**src/rtl/morse_keyer_seq.sv**
```systemverilog
// morse_keyer_seq
// Beacon Morse sequencer. Pulls symbol codes (dot, dash, character gap,
// word gap, end) over a valid/ready handshake and times every element in
// whole dit units of baud_tick pulses. It drives the mark/space tone select
// (key) and the transmit enable (ptt) for the DDS path. All outputs are
// registered.

// Invariant checker for the keyer outputs; carries no functional logic.
module morse_keyer_seq_chk (
    input  logic clk,
    input  logic rst,
    input  logic sym_ready,
    input  logic key,
    input  logic ptt,
    input  logic busy,
    input  logic msg_done
);

    // The mark tone only sounds inside a timed element while transmitting.
    a_key_in_element: assert property (@(posedge clk) disable iff (rst)
        key |-> (busy && ptt));

    // A symbol is only offered while no element is being timed.
    a_ready_not_busy: assert property (@(posedge clk) disable iff (rst)
        sym_ready |-> !busy);

    // End of message leaves the keyer idle with the transmitter released.
    a_done_idle: assert property (@(posedge clk) disable iff (rst)
        msg_done |-> (!busy && !ptt && !key));

    // The end-of-message indication lasts exactly one cycle.
    a_done_single: assert property (@(posedge clk) disable iff (rst)
        msg_done |=> !msg_done);

endmodule

module morse_keyer_seq #(
    parameter int unsigned DIT_TICKS    = 144,
    parameter int unsigned END_GAP_DITS = 50
) (
    input  logic       clk,
    input  logic       rst,
    input  logic       baud_tick,
    input  logic       enable,
    input  logic       sym_valid,
    input  logic [2:0] sym_code,
    output logic       sym_ready,
    output logic       key,
    output logic       ptt,
    output logic       busy,
    output logic       msg_done
);

    // Last tick index inside one dit unit.
    localparam logic [15:0] DIT_LAST = 16'(DIT_TICKS - 32'd1);

    // Element lengths in dit units.
    localparam logic [7:0] DOT_UNITS        = 8'd1;
    localparam logic [7:0] DASH_UNITS       = 8'd3;
    localparam logic [7:0] ELEM_SPACE_UNITS = 8'd1;
    // The inter-element space that trails every mark supplies one unit,
    // so a character gap adds 2 (total 3) and a word gap adds 6 (total 7).
    localparam logic [7:0] CHAR_GAP_UNITS   = 8'd2;
    localparam logic [7:0] WORD_GAP_UNITS   = 8'd6;
    localparam logic [7:0] END_UNITS        = 8'(END_GAP_DITS);

    // Symbol codes.
    localparam logic [2:0] CODE_DOT      = 3'd0;
    localparam logic [2:0] CODE_DASH     = 3'd1;
    localparam logic [2:0] CODE_CHAR_GAP = 3'd2;
    localparam logic [2:0] CODE_WORD_GAP = 3'd3;
    localparam logic [2:0] CODE_END      = 3'd4;

    typedef enum logic [2:0] {
        ST_IDLE    = 3'd0,
        ST_FETCH   = 3'd1,
        ST_MARK    = 3'd2,
        ST_SPACE   = 3'd3,
        ST_END_GAP = 3'd4
    } state_t;

    state_t      state_r;
    logic [15:0] tick_cnt_r;
    logic [7:0]  unit_cnt_r;
    logic        sym_ready_r;
    logic        key_r;
    logic        ptt_r;
    logic        busy_r;
    logic        msg_done_r;

    logic        xfer_s;
    logic        tick_last_s;
    logic        expire_s;
    logic [15:0] tick_next_s;
    logic [7:0]  unit_next_s;

    // Handshake: a symbol moves only when the registered ready is presented in FETCH.
    always_comb begin
        xfer_s = 1'b0;
        if (state_r == ST_FETCH) begin
            xfer_s = sym_valid && sym_ready_r;
        end else begin
            xfer_s = 1'b0;
        end
    end

    // Dit-unit countdown shared by all timed states; expire_s marks the final tick.
    always_comb begin
        tick_last_s = (tick_cnt_r == DIT_LAST);
        tick_next_s = tick_cnt_r;
        unit_next_s = unit_cnt_r;
        expire_s    = 1'b0;
        if (baud_tick && tick_last_s) begin
            tick_next_s = 16'd0;
            unit_next_s = unit_cnt_r - 8'd1;
            expire_s    = (unit_cnt_r == 8'd1);
        end else if (baud_tick) begin
            tick_next_s = tick_cnt_r + 16'd1;
            unit_next_s = unit_cnt_r;
            expire_s    = 1'b0;
        end else begin
            tick_next_s = tick_cnt_r;
            unit_next_s = unit_cnt_r;
            expire_s    = 1'b0;
        end
    end

    // Sequencer FSM with its counters and registered outputs.
    always_ff @(posedge clk or posedge rst) begin
        if (rst) begin
            state_r     <= ST_IDLE;
            tick_cnt_r  <= 16'd0;
            unit_cnt_r  <= 8'd0;
            sym_ready_r <= 1'b0;
            key_r       <= 1'b0;
            ptt_r       <= 1'b0;
            busy_r      <= 1'b0;
            msg_done_r  <= 1'b0;
        end else begin
            msg_done_r <= 1'b0;
            case (state_r)
                ST_IDLE: begin
                    sym_ready_r <= enable;
                    if (enable) begin
                        state_r <= ST_FETCH;
                    end else begin
                        state_r <= ST_IDLE;
                    end
                end

                ST_FETCH: begin
                    if (xfer_s) begin
                        case (sym_code)
                            CODE_DOT: begin
                                state_r     <= ST_MARK;
                                unit_cnt_r  <= DOT_UNITS;
                                tick_cnt_r  <= 16'd0;
                                key_r       <= 1'b1;
                                ptt_r       <= 1'b1;
                                busy_r      <= 1'b1;
                                sym_ready_r <= 1'b0;
                            end
                            CODE_DASH: begin
                                state_r     <= ST_MARK;
                                unit_cnt_r  <= DASH_UNITS;
                                tick_cnt_r  <= 16'd0;
                                key_r       <= 1'b1;
                                ptt_r       <= 1'b1;
                                busy_r      <= 1'b1;
                                sym_ready_r <= 1'b0;
                            end
                            CODE_CHAR_GAP: begin
                                state_r     <= ST_SPACE;
                                unit_cnt_r  <= CHAR_GAP_UNITS;
                                tick_cnt_r  <= 16'd0;
                                key_r       <= 1'b0;
                                ptt_r       <= 1'b1;
                                busy_r      <= 1'b1;
                                sym_ready_r <= 1'b0;
                            end
                            CODE_WORD_GAP: begin
                                state_r     <= ST_SPACE;
                                unit_cnt_r  <= WORD_GAP_UNITS;
                                tick_cnt_r  <= 16'd0;
                                key_r       <= 1'b0;
                                ptt_r       <= 1'b1;
                                busy_r      <= 1'b1;
                                sym_ready_r <= 1'b0;
                            end
                            CODE_END: begin
                                state_r     <= ST_END_GAP;
                                unit_cnt_r  <= END_UNITS;
                                tick_cnt_r  <= 16'd0;
                                key_r       <= 1'b0;
                                ptt_r       <= 1'b1;
                                busy_r      <= 1'b1;
                                sym_ready_r <= 1'b0;
                            end
                            default: begin
                                // Reserved code: swallowed without timing or output change.
                                state_r     <= ST_FETCH;
                                sym_ready_r <= enable;
                            end
                        endcase
                    end else if (!enable) begin
                        state_r     <= ST_IDLE;
                        sym_ready_r <= 1'b0;
                    end else begin
                        state_r     <= ST_FETCH;
                        sym_ready_r <= 1'b1;
                    end
                end

                ST_MARK: begin
                    if (expire_s) begin
                        state_r    <= ST_SPACE;
                        unit_cnt_r <= ELEM_SPACE_UNITS;
                        tick_cnt_r <= 16'd0;
                        key_r      <= 1'b0;
                    end else begin
                        tick_cnt_r <= tick_next_s;
                        unit_cnt_r <= unit_next_s;
                    end
                end

                ST_SPACE: begin
                    if (expire_s) begin
                        state_r     <= ST_FETCH;
                        unit_cnt_r  <= 8'd0;
                        tick_cnt_r  <= 16'd0;
                        busy_r      <= 1'b0;
                        sym_ready_r <= enable;
                    end else begin
                        tick_cnt_r <= tick_next_s;
                        unit_cnt_r <= unit_next_s;
                    end
                end

                ST_END_GAP: begin
                    if (expire_s) begin
                        state_r     <= ST_IDLE;
                        unit_cnt_r  <= 8'd0;
                        tick_cnt_r  <= 16'd0;
                        busy_r      <= 1'b0;
                        ptt_r       <= 1'b0;
                        msg_done_r  <= 1'b1;
                        sym_ready_r <= 1'b0;
                    end else begin
                        tick_cnt_r <= tick_next_s;
                        unit_cnt_r <= unit_next_s;
                    end
                end

                default: begin
                    state_r     <= ST_IDLE;
                    tick_cnt_r  <= 16'd0;
                    unit_cnt_r  <= 8'd0;
                    sym_ready_r <= 1'b0;
                    key_r       <= 1'b0;
                    ptt_r       <= 1'b0;
                    busy_r      <= 1'b0;
                end
            endcase
        end
    end

    assign sym_ready = sym_ready_r;
    assign key       = key_r;
    assign ptt       = ptt_r;
    assign busy      = busy_r;
    assign msg_done  = msg_done_r;

    morse_keyer_seq_chk u_chk (
        .clk       (clk),
        .rst       (rst),
        .sym_ready (sym_ready_r),
        .key       (key_r),
        .ptt       (ptt_r),
        .busy      (busy_r),
        .msg_done  (msg_done_r)
    );

endmodule

```
**config.mk**
```make
export PLATFORM = sky130hd
export DESIGN_NAME = morse_keyer_seq
export DESIGN_NICKNAME = d
export VERILOG_FILES = /design/src/rtl/morse_keyer_seq.sv
export SDC_FILE = /design/constraint.sdc
export NUM_CORES = 1
export LEC_CHECK = 0
export CAP_MARGIN = 20
export CORE_MARGIN = 2
export CORE_UTILIZATION = 45
export CTS_CLUSTER_SIZE = 24
export DETAILED_ROUTE_END_ITERATION = 7
export PLACE_DENSITY = 0.7
export SLEW_MARGIN = 20
export SYNTH_ARGS = -nofsm -noshare
export SYNTH_HDL_FRONTEND = slang
export SYNTH_HIERARCHICAL = 1
export SYNTH_SLANG_ARGS = --single-unit
export TNS_END_PERCENT = 5
```
**constraint.sdc**
```tcl
create_clock -name clk -period 5.78 [get_ports clk]
set_input_delay 1.156 -clock clk [delete_from_list [all_inputs] [get_ports clk]]
set_output_delay 1.156 -clock clk [all_outputs]
set_load 0.005 [all_outputs]
```
==> run metrics <==
crit-path max cell delay=around 0.84 ns; final setup vio count=0; WP buf/inv=1; Leak=slightly above 0.9 nW; clock-pin slew on the worst setup and hold paths=0.07 ns; worst min-delay path class=reg2reg; Primary FF master, synth=dfrtp_1; post-DP HPWL=about 3300 um; GP Congestion=0.903; P per Cell Area=around 220 nW/um^2; max-slew violations=0; Arr. time, crit path=3.32 ns; post-CTS setup buffers=0; total wire length=between 4000 and 5000 um; Cell Area, Synth=around 2100 sq um; Final Instance Area=approximately 2300 sq um; worst-margin pin slew=0.994 ns; slew margin rel.=0.337; cell count after synthesis=246; die area=around 5200 sq um; FILL cells=429; post-detailed-route DRC marker count=0; TritonCTS Sinks=32; status=completed; # IOs=13; CTS Hold Buffers Added=0; Clock Path Buffers=2; Post-synth ARST share=1.00; Max Clk Rate=0.320 GHz; area of the multi-input gates=1150 sq um; via count of the first global-routing pass=between 1500 and 2000; Worst Skew=0.00809 ns; share of the yosys chip area belonging to registers=0.383; pin count of the biggest net entering global routing=33; Vias=1888; Layout Utilization=0.521; Overflow after GRT=0; total CTS buffers=5; number of synthesized flops with an enable pin=0; Max Cap Viol=0; 1st-pass router iterations=4; wire length per cell=between 15 and 20 um; Final nets=roughly 260; via/cell ratio=between 6 and 7; Worst Path Max Fanout=13; Min Clock Period, post-route=approximately 3.1 ns; delay-heaviest family, CP=compound AO/OA/AOI/OAI gates; TNS Setup=0 ns; number of diodes=0; share of cells above drive strength 1=0.0711; ANT nets after route=0; required time of the critical path=just under 6 ns; Final Hold Fails=0; Worst VDD drop=0.118 mV; DP Area=roughly 2200 sq um; critical path's slowest cell=a21oi_1; 1st-iter DRT viols=between 150 and 200; Avg Cell Area, Syn=approximately 8.5 sq um; core box area=4410 sq um; Total Power=between 0.0005 and 0.0006 W; Synthesized Nets=approximately 260; cells along the critical path=clkdlybuf4s50_1 > and2b_1 > and3_1 > a21oi_1 > nand2_1 > o31ai_1; H-tree levels=2; Cell variety after synth=57; Fin Hold WS=0.500 ns; Yosys Warn Count=6; I/O Buffers=12; most common cell after layout, fill and taps aside=dfrtp_1; worst-skew pair later-pin latency=between 0.2 and 0.3 ns; crit start category=primary input; CTS tree=yes; GRT Overall Usage=0.201; Core Rows=24; first-pass GRT wire length=roughly 8300 um; post_cts resized=0; chip height=72.2 um; Initial Util=0.474; most frequent cells in the layout=dfrtp_1 (32), nand2_1 (21), nor2_1 (20); Seq cells post-synth=32; Critical Path End Type=register; Area growth syn-to-layout=9.80%; DIE WIDTH=between 70 and 80 um; Root Driver=clkbuf_8; Crit Path Category=in2reg; RSZ-0062 raised after global routing=no; sequential cell area=around 800 sq um; Period Utilization, post-route=0.541; initial antenna violation count=0
-- power breakdown --
part / total (W) / switching, W / internal [W]
clock: 0.000187 / 0.0000809 / 0.000106
combinational: 0.0000518 / 0.0000292 / 0.0000226
sequential: 0.000263 / 0.0000220 / 0.000241
-- flip-flops by register name, summed over array words and instances, names as in the netlist --
register	count
busy	1
key	1
msg_done	1
ptt	1
state_r	3
sym_ready	1
tick_cnt_r	16
unit_cnt_r	8
-- stage by stage --
| step | setup WS [ns] | cells |
|---|---|---|
| global route | 2.42 | 305 |
| CTS | 2.61 | 305 |
| global placement | 2.38 | 298 |
| floorplan | 3.35 | 246 |
| finish | 2.65 | 305 |
| detailed placement | 2.32 | 298 |
-- final timing paths --
check                              startpoint              to  slack, ns  cells past startpoint
min in group asynchronous                 rst   tick_cnt_r[5]       1.26                      3
max in group asynchronous                 rst  tick_cnt_r[12]       4.22                      3
worst min-delay path            unit_cnt_r[7]   unit_cnt_r[7]       0.50                      1
worst max register to register  tick_cnt_r[0]   tick_cnt_r[4]       3.26                      6
worst min register to register  unit_cnt_r[7]   unit_cnt_r[7]       0.50                      1
worst max-delay path                baud_tick   tick_cnt_r[4]       2.65                      6
-- worst reg2reg max path, stage by stage (launching register included) --
cell     delay [ns]
dfrtp_1        0.41
ha_1           0.26
and3_1         0.21
and2_1         0.29
a21oi_1        0.82
nand2_1        0.21
o31ai_1        0.23
-- kinds of logic (layout without fill, tap and decap cells) --
kind of cell / after synthesis / after routing / synth area share
buffers and inverters: 28 / 35 / 0.0699
AO/OA/AOI/OAI: 73 / 73 / 0.227
multiplexers: 3 / 3 / 0.0143
AND/OR/NAND/NOR: 107 / 107 / 0.289
flip-flops: 32 / 32 / 0.383
adder cells (fa/ha/maj): 3 / 3 / 0.0179
-- cells in the mapped netlist (6+ instances only) --
cell type  number  area, sq um
o21ai_1         8         40.0
buf_2           6         30.0
nor2_1         20         75.1
inv_1          14         52.6
a31oi_1         6         37.5
a21oi_1        17         85.1
nand3_1        16         80.1
nand2_1        21         78.8
or4_1           6         45.0
o21ai_0        12         60.1
dfrtp_1        32          801
-- per-layer routing --
layer	wire (um)	GRT usage	vias up
met2	2190	0.312	45
met3	169	0.0389	10
met1	2340	0.283	898
met5	0	0	-
li1	-	-	935
met4	78	0.0650	0
-- layout make-up --
cell class                      instances  share of cell area
Multi-Input combinational cell        186               0.501
Sequential cell                        32               0.348
Timing Repair Buffer                   13              0.0555
Clock buffer                            7              0.0419
Tap cell                               52              0.0283
Inverter                               15              0.0245
No activity file was read; power rests on OpenSTA's default activity.
